===== config.mk =====
export PLATFORM = sky130hd
export DESIGN_NAME = nand_op_sequencer
export DESIGN_NICKNAME = d
export VERILOG_FILES = /design/src/rtl/nand_pkg.sv /design/src/rtl/nand_rb_timer.sv /design/src/rtl/nand_op_sequencer.sv
export SDC_FILE = /design/constraint.sdc
export NUM_CORES = 1
export LEC_CHECK = 0
export BUFFER_PORTS_ARGS = -buffer_cell sky130_fd_sc_hd__buf_2
export CAP_MARGIN = 20
export CORE_MARGIN = 10
export CORE_UTILIZATION = 62
export DETAILED_ROUTE_END_ITERATION = 8
export HOLD_SLACK_MARGIN = 0.08
export PLACE_DENSITY = 0.85
export SETUP_SLACK_MARGIN = 0.1
export SYNTH_ARGS = -nofsm -noshare
export SYNTH_HDL_FRONTEND = slang
export SYNTH_SLANG_ARGS = --single-unit

===== constraint.sdc =====
create_clock -name PCLK -period 7.5 [get_ports PCLK]
set_input_delay 1.5 -clock PCLK [delete_from_list [all_inputs] [get_ports PCLK]]
set_output_delay 1.5 -clock PCLK [all_outputs]
set_load 0.03 [all_outputs]

===== src/rtl/nand_pkg.sv =====
`default_nettype none
// ============================================================================
// Module      : nand_pkg
// Description : Shared op codes, bus-cycle types, NAND command bytes and the
//               sequencer state encoding.
// Revision    : 1.0 - initial release
// ============================================================================
package nand_pkg;

  typedef enum logic [1:0] {
    OP_RESET   = 2'd0,
    OP_READ    = 2'd1,
    OP_PROGRAM = 2'd2,
    OP_ERASE   = 2'd3
  } op_code_t;

  typedef enum logic [1:0] {
    CYC_CMD   = 2'd0,
    CYC_ADDR  = 2'd1,
    CYC_WDATA = 2'd2,
    CYC_RDATA = 2'd3
  } cyc_type_t;

  localparam logic [7:0] c_cmd_reset  = 8'hFF;
  localparam logic [7:0] c_cmd_read1  = 8'h00;
  localparam logic [7:0] c_cmd_read2  = 8'h30;
  localparam logic [7:0] c_cmd_prog1  = 8'h80;
  localparam logic [7:0] c_cmd_prog2  = 8'h10;
  localparam logic [7:0] c_cmd_erase1 = 8'h60;
  localparam logic [7:0] c_cmd_erase2 = 8'hD0;

  localparam int c_st_w = 4;
  typedef logic [c_st_w-1:0] seq_state_t;

  localparam seq_state_t c_st_idle    = 4'd0;
  localparam seq_state_t c_st_cmd1    = 4'd1;
  localparam seq_state_t c_st_addr    = 4'd2;
  localparam seq_state_t c_st_data    = 4'd3;
  localparam seq_state_t c_st_cmd2    = 4'd4;
  localparam seq_state_t c_st_twb     = 4'd5;
  localparam seq_state_t c_st_wait_rb = 4'd6;
  localparam seq_state_t c_st_trr     = 4'd7;
  localparam seq_state_t c_st_done    = 4'd8;

  function automatic logic [7:0] first_cmd(input op_code_t op);
    case (op)
      OP_RESET:   return c_cmd_reset;
      OP_READ:    return c_cmd_read1;
      OP_PROGRAM: return c_cmd_prog1;
      default:    return c_cmd_erase1;
    endcase
  endfunction

  // RESET has no confirm command; its value is never presented.
  function automatic logic [7:0] second_cmd(input op_code_t op);
    case (op)
      OP_READ:    return c_cmd_read2;
      OP_PROGRAM: return c_cmd_prog2;
      OP_ERASE:   return c_cmd_erase2;
      default:    return 8'h00;
    endcase
  endfunction

  // ERASE carries only the three row-address bytes.
  function automatic logic [2:0] addr_cycles(input op_code_t op);
    return (op == OP_ERASE) ? 3'd3 : 3'd5;
  endfunction

endpackage
`default_nettype wire


===== src/rtl/nand_rb_timer.sv =====
`default_nettype none
// ============================================================================
// Module      : nand_rb_timer
// Description : R/B# synchronizer plus tWB / tRR spacing and busy-timeout
//               counters for the NAND op sequencer.
// Revision    : 1.0 - initial release
// ============================================================================
module nand_rb_timer #(
  parameter int TWB_CYC  = 4,
  parameter int TRR_CYC  = 2,
  parameter int TOUT_W   = 16,
  parameter int TOUT_CYC = 16'hFFFF
) (
  input  logic PCLK,
  input  logic PRESET,
  input  logic F_nRB,
  input  logic start_twb,
  input  logic start_trr,
  input  logic rb_wait,
  output logic twb_done,
  output logic rb_ready,
  output logic trr_done,
  output logic timeout
);

  localparam int c_twb_w = $clog2(TWB_CYC + 1);
  localparam int c_trr_w = $clog2(TRR_CYC + 1);
  localparam logic [c_twb_w-1:0] c_twb_last = c_twb_w'(TWB_CYC - 1);
  localparam logic [c_trr_w-1:0] c_trr_last = c_trr_w'(TRR_CYC - 1);
  localparam logic [TOUT_W-1:0]  c_tout_last = TOUT_W'(TOUT_CYC - 1);

  logic               r_rb_meta;
  logic               r_rb_sync;
  logic               r_twb_act;
  logic [c_twb_w-1:0] r_twb_cnt;
  logic               r_trr_act;
  logic [c_trr_w-1:0] r_trr_cnt;
  logic [TOUT_W-1:0]  r_tout_cnt;

  always_ff @(posedge PCLK or posedge PRESET) begin
    if (PRESET) begin
      r_rb_meta <= 1'b1;
      r_rb_sync <= 1'b1;
    end else begin
      r_rb_meta <= F_nRB;
      r_rb_sync <= r_rb_meta;
    end
  end

  assign rb_ready = r_rb_sync;

  always_ff @(posedge PCLK or posedge PRESET) begin
    if (PRESET) begin
      r_twb_act <= 1'b0;
      r_twb_cnt <= '0;
    end else if (start_twb) begin
      r_twb_act <= 1'b1;
      r_twb_cnt <= '0;
    end else if (r_twb_act) begin
      if (twb_done) r_twb_act <= 1'b0;
      else          r_twb_cnt <= r_twb_cnt + c_twb_w'(1);
    end
  end

  assign twb_done = r_twb_act && (r_twb_cnt == c_twb_last);

  // The cycle in which ready is first seen already counts toward tRR.
  always_ff @(posedge PCLK or posedge PRESET) begin
    if (PRESET) begin
      r_trr_act <= 1'b0;
      r_trr_cnt <= '0;
    end else if (start_trr) begin
      r_trr_act <= 1'b1;
      r_trr_cnt <= c_trr_w'(1);
    end else if (r_trr_act) begin
      if (trr_done) r_trr_act <= 1'b0;
      else          r_trr_cnt <= r_trr_cnt + c_trr_w'(1);
    end
  end

  assign trr_done = r_trr_act && (r_trr_cnt >= c_trr_last);

  always_ff @(posedge PCLK or posedge PRESET) begin
    if (PRESET)        r_tout_cnt <= '0;
    else if (!rb_wait) r_tout_cnt <= '0;
    else if (!timeout) r_tout_cnt <= r_tout_cnt + TOUT_W'(1);
  end

  assign timeout = rb_wait && (r_tout_cnt == c_tout_last);

endmodule
`default_nettype wire


===== src/rtl/nand_op_sequencer.sv =====
`default_nettype none
// ============================================================================
// Module      : nand_op_sequencer
// Description : Turns one NAND operation descriptor into an ordered stream of
//               CMD/ADDR/DATA bus-cycle requests, including the R/B# wait.
// Revision    : 1.0 - initial release
// ============================================================================
module nand_op_sequencer #(
  parameter int LEN_W    = 12,
  parameter int TWB_CYC  = 4,
  parameter int TRR_CYC  = 2,
  parameter int TOUT_W   = 16,
  parameter int TOUT_CYC = 16'hFFFF
) (
  input  logic             PCLK,
  input  logic             PRESET,
  input  logic             op_valid,
  output logic             op_ready,
  input  logic [1:0]       op_code,
  input  logic [39:0]      op_addr,
  input  logic [LEN_W-1:0] op_len,
  output logic             cyc_valid,
  input  logic             cyc_ready,
  output logic [1:0]       cyc_type,
  output logic [7:0]       cyc_data,
  input  logic             F_nRB,
  output logic             busy,
  output logic             done,
  output logic             err_timeout
);

  import nand_pkg::*;

  seq_state_t       r_state;
  seq_state_t       w_state_nxt;
  op_code_t         r_op;
  logic [39:0]      r_addr;
  logic [LEN_W-1:0] r_len;
  logic [LEN_W-1:0] r_data_cnt;
  logic [2:0]       r_addr_cnt;
  logic             r_err_timeout;

  logic       w_accept;
  logic       w_xfer;
  logic       w_len_zero;
  logic       w_addr_last;
  logic       w_data_last;
  logic [2:0] w_addr_idx;
  logic [7:0] w_addr_byte;
  logic       w_start_twb;
  logic       w_start_trr;
  logic       w_rb_wait;
  logic       w_twb_done;
  logic       w_rb_ready;
  logic       w_trr_done;
  logic       w_timeout;

  assign w_accept    = op_valid && (r_state == c_st_idle);
  assign w_xfer      = cyc_valid && cyc_ready;
  assign w_len_zero  = (r_len == '0);
  assign w_addr_last = (r_addr_cnt == (addr_cycles(r_op) - 3'd1));
  assign w_data_last = (r_data_cnt == (r_len - LEN_W'(1)));
  // ERASE skips the two column bytes and starts at op_addr[23:16].
  assign w_addr_idx  = (r_op == OP_ERASE) ? (r_addr_cnt + 3'd2) : r_addr_cnt;

  always_comb begin
    case (w_addr_idx)
      3'd0:    w_addr_byte = r_addr[7:0];
      3'd1:    w_addr_byte = r_addr[15:8];
      3'd2:    w_addr_byte = r_addr[23:16];
      3'd3:    w_addr_byte = r_addr[31:24];
      default: w_addr_byte = r_addr[39:32];
    endcase
  end

  always_ff @(posedge PCLK or posedge PRESET) begin
    if (PRESET) r_state <= c_st_idle;
    else        r_state <= w_state_nxt;
  end

  always_comb begin
    w_state_nxt = r_state;
    case (r_state)
      c_st_idle:    if (op_valid) w_state_nxt = c_st_cmd1;
      c_st_cmd1:    if (w_xfer) w_state_nxt = (r_op == OP_RESET) ? c_st_twb : c_st_addr;
      c_st_addr: begin
        if (w_xfer && w_addr_last)
          w_state_nxt = (r_op == OP_PROGRAM && !w_len_zero) ? c_st_data : c_st_cmd2;
      end
      c_st_data: begin
        if (w_xfer && w_data_last)
          w_state_nxt = (r_op == OP_READ) ? c_st_done : c_st_cmd2;
      end
      c_st_cmd2:    if (w_xfer) w_state_nxt = c_st_twb;
      c_st_twb:     if (w_twb_done) w_state_nxt = c_st_wait_rb;
      c_st_wait_rb: begin
        // Ready takes priority over a timeout landing on the same cycle.
        if (w_rb_ready)     w_state_nxt = (r_op == OP_READ) ? c_st_trr : c_st_done;
        else if (w_timeout) w_state_nxt = c_st_done;
      end
      c_st_trr:     if (w_trr_done) w_state_nxt = w_len_zero ? c_st_done : c_st_data;
      c_st_done:    w_state_nxt = c_st_idle;
      default:      w_state_nxt = c_st_idle;
    endcase
  end

  always_comb begin
    op_ready  = 1'b0;
    busy      = 1'b1;
    done      = 1'b0;
    cyc_valid = 1'b0;
    cyc_type  = CYC_CMD;
    cyc_data  = 8'h00;
    case (r_state)
      c_st_idle: begin
        op_ready = 1'b1;
        busy     = 1'b0;
      end
      c_st_cmd1: begin
        cyc_valid = 1'b1;
        cyc_data  = first_cmd(r_op);
      end
      c_st_addr: begin
        cyc_valid = 1'b1;
        cyc_type  = CYC_ADDR;
        cyc_data  = w_addr_byte;
      end
      c_st_data: begin
        cyc_valid = 1'b1;
        cyc_type  = (r_op == OP_READ) ? CYC_RDATA : CYC_WDATA;
      end
      c_st_cmd2: begin
        cyc_valid = 1'b1;
        cyc_data  = second_cmd(r_op);
      end
      c_st_done: done = 1'b1;
      default: ;
    endcase
  end

  always_ff @(posedge PCLK or posedge PRESET) begin
    if (PRESET) begin
      r_op   <= OP_RESET;
      r_addr <= '0;
      r_len  <= '0;
    end else if (w_accept) begin
      r_op   <= op_code_t'(op_code);
      r_addr <= op_addr;
      r_len  <= op_len;
    end
  end

  always_ff @(posedge PCLK or posedge PRESET) begin
    if (PRESET)                   r_addr_cnt <= '0;
    else if (r_state != c_st_addr) r_addr_cnt <= '0;
    else if (w_xfer)              r_addr_cnt <= r_addr_cnt + 3'd1;
  end

  always_ff @(posedge PCLK or posedge PRESET) begin
    if (PRESET)                   r_data_cnt <= '0;
    else if (r_state != c_st_data) r_data_cnt <= '0;
    else if (w_xfer)              r_data_cnt <= r_data_cnt + LEN_W'(1);
  end

  always_ff @(posedge PCLK or posedge PRESET) begin
    if (PRESET)
      r_err_timeout <= 1'b0;
    else if (w_accept)
      r_err_timeout <= 1'b0;
    else if (r_state == c_st_wait_rb && w_timeout && !w_rb_ready)
      r_err_timeout <= 1'b1;
  end

  assign err_timeout = r_err_timeout;

  assign w_start_twb = (r_state != c_st_twb) && (w_state_nxt == c_st_twb);
  assign w_start_trr = (r_state != c_st_trr) && (w_state_nxt == c_st_trr);
  assign w_rb_wait   = (r_state == c_st_wait_rb);

  nand_rb_timer #(
    .TWB_CYC  (TWB_CYC),
    .TRR_CYC  (TRR_CYC),
    .TOUT_W   (TOUT_W),
    .TOUT_CYC (TOUT_CYC)
  ) u_rb_timer (
    .PCLK      (PCLK),
    .PRESET    (PRESET),
    .F_nRB     (F_nRB),
    .start_twb (w_start_twb),
    .start_trr (w_start_trr),
    .rb_wait   (w_rb_wait),
    .twb_done  (w_twb_done),
    .rb_ready  (w_rb_ready),
    .trr_done  (w_trr_done),
    .timeout   (w_timeout)
  );

endmodule
`default_nettype wire


==> After elaboration in Yosys (flattened, before gate mapping) <==
Index checks and enable logic that the tools add are counted.
{ "totals": {"wordCells": 123, "inputBits": 59, "register_bits": 99, "output_inout_bits": 15} }
{ "classes": {"add_sub_neg": 8, "muxes": 47, "n_eq_ne": 27, "order_cmp": 1, "n_reduce_logical": 26} }
{ "ops": {"columns": ["op", "n"], "rows": [
  ["one-hot mux 8 bit (3 select lines)", 3],
  ["2-to-1 mux 4 bit", 12],
  ["2-to-1 mux 16 bit", 2],
  ["one-hot mux 4 bit (8 select lines)", 1],
  ["one-hot mux 8 bit (4 select lines)", 1],
  ["2-to-1 mux 3 bit", 9],
  ["equality test 4 x 3 -> 1 bit, second input constant", 6],
  ["2-to-1 mux 12 bit", 2],
  ["adder 16 x 1 -> 16 bit, second input constant", 1],
  ["equality test 16 bit, second input constant", 1],
  ["2-to-1 mux 1 bit", 13],
  ["adder 12 x 1 -> 12 bit, second input constant", 1],
  ["equality test 12 bit", 1],
  ["logical AND 1 bit", 12],
  ["logical NOT 12 bit", 1],
  ["subtractor 12 x 1 -> 12 bit, second input constant", 1],
  ["nonzero test 2 bit", 5],
  ["equality test 3 x 2 -> 1 bit, second input constant", 3],
  ["equality test 4 x 2 -> 1 bit, second input constant", 2],
  ["!= test 4 x 2 -> 1 bit, second input constant", 2],
  ["!= test 4 x 3 -> 1 bit, second input constant", 2],
  ["adder 3 x 1 -> 3 bit, second input constant", 2],
  ["2-to-1 mux 2 bit", 3],
  ["equality test 2 bit, second input constant", 2],
  ["18 further kinds", 21]
]} }

==> Longest topological paths before layout <==
Gate-level depths: netlist (run 1).
{ "logic_depth": {"word_depth": 11, "depth_mapped": 9, "depth_no_buf": 9} }

==> Hierarchy <==
Synthesis (run 1) repeated with hierarchy kept, for this count alone.
{ "unflattened": {"hier_cells": 565, "hier_area_um2": 5620.4} }
{ "by_module_without_submodules": {"columns": ["mod", "instances", "area_per_inst_um2", "cells_each", "seq_area_each_um2"], "rows": [
  ["nand_op_sequencer", 1, 4329.2, 438, 1851.8],
  ["nand_rb_timer", 1, 1291.2, 127, 628.1]
]} }

==> Worst setup path before layout (run 1) <==
OpenSTA, ideal clock, no wires.
{ "synth_timing": {"path_kind": "register to output", "startpoint": "register r_op[0]", "endpoint": "output cyc_data[0]", "path_buffers": 1, "required_ns": 6.000, "path_slack_ns": 3.547, "arrival_ns": 2.453, "stages_incl_launch_ff": 8, "path_cell_list": "dfrtp_1 ha_1 clkbuf_1 or3_1 a21boi_0 a21oi_1 and3_1 o21ai_0"} }
{ "synth_via": {"elab_chain_len": 5, "word_cells_on_any_way": 12, "cone_classes": "eq/ne: 6; mux: 4; reduce/logical: 2"} }
{ "synth_lines": {"columns": ["element", "line", "text"], "rows": [
  ["start, declared", "nand_op_sequencer.sv:36", "op_code_t r_op;"],
  ["start signal, assigned", "nand_op_sequencer.sv:147", "r_op <= op_code_t'(op_code);"],
  ["equality test 2 bit", "nand_op_sequencer.sv:64", "assign w_addr_idx = (r_op == OP_ERASE) ? (r_addr_cnt + 3'd2) : r_addr_cnt;"],
  ["2-to-1 mux 3 bit", "nand_op_sequencer.sv:64", null],
  ["equality test 3 x 2 -> 1 bit (tied with other cells)", "nand_op_sequencer.sv:67", "case (w_addr_idx)"],
  ["one-hot mux 8 bit (4 select lines)", "nand_op_sequencer.sv:67", null],
  ["one-hot mux 8 bit (3 select lines) (*)", "nand_op_sequencer.sv:114", "case (r_state)"],
  ["end, declared", "nand_op_sequencer.sv:25", "output logic [7:0] cyc_data,"]
]} }
Mark *: on every way between the ends. The rest lies on a longest branch, timed or not.

==> Worst setup path after layout (run 1) <==
{ "layout_timing": {"startpoint": "register r_op[0]", "endpoint": "output cyc_data[4]"} }
{ "layout_via": {"elab_chain_len": 5, "word_cells_on_any_way": 13, "cone_classes": "eq/ne: 6; mux: 5; reduce/logical: 2"} }
{ "layout_lines": {"columns": ["element", "line"], "rows": [
  ["equality test 2 bit", "nand_pkg.sv:56, nand_op_sequencer.sv:64"],
  ["2-to-1 mux 3 bit", "nand_op_sequencer.sv:64"],
  ["equality test 3 x 2 -> 1 bit (tied with other cells)", "nand_op_sequencer.sv:67"],
  ["one-hot mux 8 bit (4 select lines)", "nand_op_sequencer.sv:67"],
  ["one-hot mux 8 bit (3 select lines) (*)", "nand_op_sequencer.sv:114"]
]} }
Marked as above.

==> impl_metrics.csv, run 1 <==
group,metric,value,unit
run_status,status,"finished, final reports clean",
grt,grt-ovfl-total,0,
floorplanning,top_level_ports,74,
pwr,pwr_density_cell,159,nW/um2
placed_design,place_congestion,1.00,
finish,seq_area,2480,um2
sta,fin_worst_skew,0.0138,ns
worst_setup_path,required,6.00,ns
logic_synthesis,syn_avg_cell_area,10.3,um2
finish,syn_to_final_growth,12.0,%
run,cap_violations,0,
clocking,path_clk_slew,0.10,ns
grt,grt_max_degree,58,
placed_design,port_buffers,73,
worst_setup_path,crit_fanout,7,
hold_path,min_path_type,"reg -> reg",
floorplanning,fp.dieW,113,um
logic_synthesis,synthCells,522,
grt,busiest_layer,"met2",
finish,layout.nets,657,
sta,fmax,236,MHz
hold_path,holdPathEnd,"u_rb_timer.rb_ready$_DFF_PP1_",
pwr,p_leak,0.00282,uW
grt,grt_pass1_wl,21.4,mm
drt,first_iter_violations,268,
hold_path,min_path_cells,0,
sta,rsz0062_at_grt,"no",
clocking,post_cts_resized,0,
finish,fin_util,72.5,%
drt,via_per_inst,6.21,
logic_synthesis,synthArstFlopShare,100,%
sta,fin_setup_tns,0,ns
worst_setup_path,r2r_cells,9,
logic_synthesis,synth_top_cell_area_share,45.0,%
sta,hold_viol_final,0,
clocking,cts_tree,"yes",
clocking,cts_setup_buffers,0,
worst_setup_path,rr_startpoint,"r_len[0]$_DFFE_PP0P_",
logic_synthesis,yosysTopAreaCell,"dfrtp_1",
logic_synthesis,synth_area,5400,um2
worst_setup_path,critPathLaunchType,"register",
drt,ant_nets,0,
logic_synthesis,yosysMostFrequentCell,"dfrtp_1",
logic_synthesis,ys.flop_type,"dfrtp_1",
finish,multi_input_area,2740,um2
logic_synthesis,seq_area_frac_synth,46.0,%
placed_design,dpl.hpwl,9.35,mm
sta,maxSlewViolCount,0,
logic_synthesis,synth-edff-count,0,
worst_setup_path,endpoint_kind,"primary output",
grt,grt_use_met3,6.18,%
placed_design,place_ws,3.72,ns
drt,first_pass_iters,6,
floorplanning,dieArea,12800,um2
finish,fillers,597,
worst_setup_path,worstPathArrival,2.74,ns
grt,met1_usage,23.0,%
grt,grt.total_usage,20.1,%
drt,wirelength,12.7,mm
sta,min_period,4.24,ns
drt,num_vias,4312,
clocking,insertion_delay,0.39,ns
sta,relSlewSlack,45.8,%
clocking,numCtsBuffers,9,
grt,use_met2,35.2,%
clocking,htree_levels,3,
grt,grt_pass1_vias,4419,
drt,post-route-drc-count,0,
logic_synthesis,synth_nets,595,
sta,finalCritPeriodShare,56.6,%
sta,worst_pin_slew,0.808,ns
logic_synthesis,synth_seq_cells,99,
floorplanning,die_h,113,um
floorplanning,fp-row-count,33,
floorplanning,core_region_area,8340,um2
sta,setup_viol,0,
finish,drive_gt1_share,27.7,%
clocking,postCtsHoldBufs,0,
grt,antenna_found_initial,0,
logic_synthesis,synth_warnings,0,
worst_setup_path,r2r_setup_slack,4.52,ns
hold_path,worstHoldStart,"u_rb_timer.r_rb_meta$_DFF_PP1_",
pwr,ir_drop,0.000145,V
floorplanning,start_util,64.7,%
worst_setup_path,rr_endpoint,"u_rb_timer.r_twb_act$_DFF_PP0_",
clocking,clock_tree.buffer_depth,2,
sta,postLayoutSetupSlackWorst,3.26,ns
logic_synthesis,synthTopCellsByCount,"97 x dfrtp_1, 54 x mux2_2, 49 x nor2_1, 36 x nand2_1, 23 x a21oi_1",
finish,antennaDiodeCount,0,
logic_synthesis,ys_types,62,
clocking,cts_sinks,99,
drt,wl_per_cell,18.3,um
worst_setup_path,setup.worst_path.class,"reg -> out",
logic_synthesis,synth_area_leaders,"dfrtp_1 45%, mux2_2 11%, nor2_1 3.4%",
clocking,clock-root-buffer,"clkbuf_8",
## placed cells by master (no fill, tap or decap), types with 3 or more instances in the layout
cell       n
nor4_1     6
nand2_1   35
xnor2_1   19
a22oi_1    6
nand2b_1   9
inv_1     20
clkbuf_8   9
a21oi_1   23
a211oi_1   3
nor3_1     6
a31oi_1    6
buf_4      3
nor2_1    49
o211ai_1   3
or4_4      3
mux2i_1    6
nand3b_1   3
nand4_1   12
mux2_2    54
or3_1      5
nand3_1   13
xor2_1    20
o21ai_0   19
and3_1    13
dfrtp_1   97
ha_1      14
buf_2     73
## state kept, by name (all words and copies together), names as in the netlist
register               count
r_addr                    40
err_timeout                1
r_op                       2
u_rb_timer.r_trr_act       1
r_state                    4
r_len                     12
u_rb_timer.r_trr_cnt       2
u_rb_timer.rb_ready        1
u_rb_timer.r_tout_cnt     16
u_rb_timer.r_rb_meta       1
u_rb_timer.r_twb_act       1
r_data_cnt                12
r_addr_cnt                 3
u_rb_timer.r_twb_cnt       3
## how the worst max path moves through the flow
stage	slack, ns	start	endpoint	depth (start not counted)
after floorplan	3.41	PRESET	err_timeout$_DFFE_PP0P_	1
after global placement	3.77	r_op[0]$_DFFE_PP0P_	cyc_data[5]	7
after detailed placement	3.72	r_op[0]$_DFFE_PP0P_	cyc_data[4]	7
after CTS	3.25	r_op[0]$_DFFE_PP0P_	cyc_data[4]	7
after global routing	3.12	r_op[0]$_DFFE_PP0P_	cyc_data[5]	7
final	3.26	r_op[0]$_DFFE_PP0P_	cyc_data[4]	7
## power by group
| part | switching, uW | internal, uW | total, uW |
|---|---|---|---|
| combinational | 15.5 | 11.6 | 27.0 |
| sequential | 0.460 | 534 | 535 |
| clock | 204 | 193 | 397 |
## critical path, stage by stage (launching register included)
cell      delay [ns]
dfrtp_1         0.43
ha_1            0.30
or3_1           0.36
a21boi_0        0.54
a21oi_1         0.16
a31oi_1         0.21
a221o_1         0.15
buf_2           0.20
## cells by family after synthesis
logic type | Yosys count | share of synthesized area, %
multiplexers | 62 | 13.2
flip-flops | 99 | 46.0
AND/OR/NAND/NOR | 174 | 17.1
buffers and inverters | 46 | 3.39
XOR/XNOR | 39 | 6.33
AO/OA/AOI/OAI | 88 | 10.7
adder cells (fa/ha/maj) | 14 | 3.25
## area by class of cell
cell class,count,share of cell area [%]
clock buffers,9,2.05
multi-input cells,377,45.3
clock inverters,7,1.74
flip-flops and latches,99,41.0
repair buffers,76,6.42
well taps,105,2.17
inverters,21,1.33
## per-layer routing
metal	vias to the layer above	wire length, um	share of wire, %
li1	1997	-	-
met1	2155	5210	41
met2	134	6460	51
met3	26	750	5.9
met4	0	284	2.2
met5	-	0	0
## per-stage QoR
step,std cells,total power [uW],hold slack [ns],cell area (um2)
after floorplan,522,554,0.345,5400
after global placement,678,573,0.346,5810
after detailed placement,678,573,0.353,5810
after CTS,694,967,0.367,6040
after global routing,694,989,0.371,6040
final,694,959,0.369,6040
Power figures use the tool's default switching activity.
==> run 2, diff against run 1 <==
--- a/config.mk
+++ b/config.mk
@@ -5,13 +5,14 @@
 export SDC_FILE = /design/constraint.sdc
 export NUM_CORES = 1
 export LEC_CHECK = 0
+export ABC_AREA = 1
 export BUFFER_PORTS_ARGS = -buffer_cell sky130_fd_sc_hd__buf_2
 export CAP_MARGIN = 20
 export CORE_MARGIN = 10
-export CORE_UTILIZATION = 62
+export CORE_UTILIZATION = 58
 export DETAILED_ROUTE_END_ITERATION = 8
 export HOLD_SLACK_MARGIN = 0.08
-export PLACE_DENSITY = 0.85
+export PLACE_DENSITY = 0.8
 export SETUP_SLACK_MARGIN = 0.1
 export SYNTH_ARGS = -nofsm -noshare
 export SYNTH_HDL_FRONTEND = slang
==> constraint.sdc (replaced) <==
create_clock -name PCLK -period 4.15 [get_ports PCLK]
set_input_delay 0.83 -clock PCLK [delete_from_list [all_inputs] [get_ports PCLK]]
set_output_delay 0.83 -clock PCLK [all_outputs]
set_load 0.03 [all_outputs]
==> run 2 against run 1 <==
Effect of this change: global-route usage increased by 0.59 points; synthesized cell count increased by 43%; worst hold slack got worse by 0.0059 ns; worst setup slack got worse by 2.8 ns; sequential cell count unchanged; critical path type unchanged; largest power group is now combinational cells.
==> impl_metrics.csv, run 2 <==
group,metric,value,unit
run_status,status,"finished, final reports clean",
clocking,numCtsBuffers,9,
logic_synthesis,synth_seq_cells,99,
worst_setup_path,cp_top_family,"simple AND/OR/NAND/NOR gates",
drt,via_per_inst,5.31,
floorplanning,dieArea,13700,um2
sta,worst_pin_slew,0.799,ns
logic_synthesis,ys_types,34,
grt,grt.total_usage,20.7,%
worst_setup_path,critPathLaunchType,"register",
worst_setup_path,required,3.32,ns
worst_setup_path,crit_path_cell_trace,"ha_1, xnor2_1, nand2_1, nand2_2, inv_1, nor3_1, nand2_1, o2111ai_1, o21ai_0, o211ai_1, buf_2",
floorplanning,core_region_area,9200,um2
finish,reg_top3,"r_addr x40, u_rb_timer.r_tout_cnt x16",
sta,setup_viol,0,
grt,grt_pass1_wl,22.5,mm
drt,met1_length,6.14,mm
worst_setup_path,slowest_stage,"nor3_1",
finish,layout_commonest_cell,"nand2_1",
drt,wl_per_cell,14.7,um
logic_synthesis,ys.flop_type,"dfrtp_1",
finish,largest_reg_flops,40,
floorplanning,top_level_ports,74,
pwr,p_leak,0.00309,uW
logic_synthesis,yosysTopAreaCell,"dfrtp_1",
floorplanning,fp.dieW,117,um
worst_setup_path,cpPeakStageDelay,0.62,ns
logic_synthesis,synthCells,749,
sta,fin_worst_skew,0.0129,ns
grt,grt_pass1_vias,4791,
grt,grt_max_degree,53,
hold_path,min_path_type,"reg -> reg",
clocking,cts_sinks,99,
pwr,ir_drop,0.000370,V
drt,first_iter_violations,259,
drt,highest_layer,"met4",
drt,ant_nets,0,
worst_setup_path,crit_fanout,10,
finish,antennaDiodeCount,0,
placed_design,dpl.hpwl,10.8,mm
worst_setup_path,setup.worst_path.class,"reg -> out",
drt,wl_met2,6.67,mm
run,cap_violations,0,
sta,maxSlewViolCount,0,
sta,fin_setup_tns,0,ns
worst_setup_path,cpMostUsedCell,"nand2_1",
logic_synthesis,synth_area,5460,um2
finish,syn_to_final_growth,12.2,%
finish,layout.nets,896,
sta,finalCritPeriodShare,90.0,%
sta,holdWs,0.363,ns
drt,first_pass_iters,5,
clocking,clock-root-buffer,"clkbuf_8",
sta,hold_viol_final,0,
drt,post-route-drc-count,0,
finish,most-common-layout-cells,"256 x nand2_1, 97 x dfrtp_1, 96 x inv_1, 73 x buf_2, 67 x nor2_1",
logic_synthesis,synthTopCellsByCount,"256 x nand2_1, 97 x dfrtp_1, 97 x inv_1, 67 x nor2_1, 57 x o21ai_0",
logic_synthesis,synth_area_leaders,"dfrtp_1 44%, nand2_1 18%, inv_1 6.7%",
sta,relSlewSlack,46.3,%
worst_setup_path,path_buf_inv,2,
finish,largest_register,"r_addr",
sta,min_period,3.73,ns
sta,rsz0062_at_grt,"no",
clocking,path_clk_slew,0.11,ns
logic_synthesis,syn_avg_cell_area,7.29,um2
logic_synthesis,yosysMostFrequentCell,"nand2_1",
logic_synthesis,synth-edff-count,0,
clocking,cts_tree,"yes",
clocking,post_cts_resized,0,
floorplanning,start_util,59.4,%
worst_setup_path,worstPathArrival,2.90,ns
sta,fmax,268,MHz
grt,grt-ovfl-total,0,
drt,wl_met3,630,um
clocking,cts_setup_buffers,0,
clocking,insertion_delay,0.38,ns
placed_design,port_buffers,73,
drt,wirelength,13.8,mm
clocking,postCtsHoldBufs,0,
placed_design,place_congestion,0.979,
grt,antenna_found_initial,0,
clocking,clock_tree.buffer_depth,2,
logic_synthesis,synth_top_cell_area_share,44.5,%
floorplanning,fp-row-count,35,
finish,fin_area,6130,um2
logic_synthesis,synth_warnings,0,
pwr,pwr_density_cell,638,nW/um2
logic_synthesis,seq_area_frac_synth,45.4,%
finish,drive_gt1_share,14.6,%
logic_synthesis,synthArstFlopShare,100,%
floorplanning,die_h,117,um
drt,num_vias,4983,
placed_design,post_dp_cell_area,5940,um2
clocking,htree_levels,3,
sta,postLayoutSetupSlackWorst,0.416,ns
worst_setup_path,endpoint_kind,"primary output",
placed_design,place_ws,0.861,ns
pwr,power,3910,uW
logic_synthesis,synth_nets,822,
[run 2: power by group]
group	switching, uW	internal, uW	leakage, uW
registers	239	1280	0.00127
clock network	364	227	0.0000921
logic	1220	583	0.00173
[run 2: routing by layer]
layer	vias to the layer above	track usage (%)
met4	0	7.41
met1	2313	25.8
met2	130	34.1
met3	25	5.25
li1	2515	-
met5	-	0
[run 2: worst reg2reg max path: cells and delay by family, from the launching register on]
kind / cells / cell delay [ns]
buf+inv: 4 / 1.31
flops: 1 / 0.47
simple gates: 5 / 0.66
[run 2: logic make-up (layout without fill, tap and decap cells)]
kind of cell	after synthesis	in the layout	share of synthesized area, %
compound gates	105	105	10.9
buf+inv	115	194	7.97
xor+xnor	9	9	1.44
flops	99	99	45.4
fa+ha+maj	14	14	3.21
simple gates	406	406	30.9
mux	1	1	0.183
[run 2: worst paths after layout]
| path | startpoint | cells after the start | endpoint | slack [ns] |
|---|---|---|---|---|
| max | r_op[0]$_DFFE_PP0P_ | 11 | cyc_data[4] | 0.42 |
| min | u_rb_timer.r_rb_meta$_DFF_PP1_ | 0 | u_rb_timer.rb_ready$_DFF_PP1_ | 0.36 |
| max reg2reg | r_state[2]$_DFF_PP0_ | 9 | r_addr[31]$_DFFE_PP0P_ | 1.65 |
| min reg2reg | u_rb_timer.r_rb_meta$_DFF_PP1_ | 0 | u_rb_timer.rb_ready$_DFF_PP1_ | 0.36 |
| max in group asynchronous | PRESET | 3 | u_rb_timer.r_trr_cnt[1]$_DFFE_PP0P_ | 2.61 |
| min in group asynchronous | PRESET | 2 | r_addr[18]$_DFFE_PP0P_ | 0.55 |
[run 2: layout make-up]
class	instances	area, um2
inverters	100	377
clock inverters	7	58.8
repair buffers	78	403
well taps	111	139
clock buffers	9	124
flip-flops and latches	99	2480
fillers	813	3070
multi-input cells	535	2540
[run 2: through the flow]
stage,instances,utilization [%]
after floorplan,749,-
after global placement,923,64.6
after detailed placement,923,64.6
after CTS,939,66.6
after global routing,939,66.6
final,939,66.6
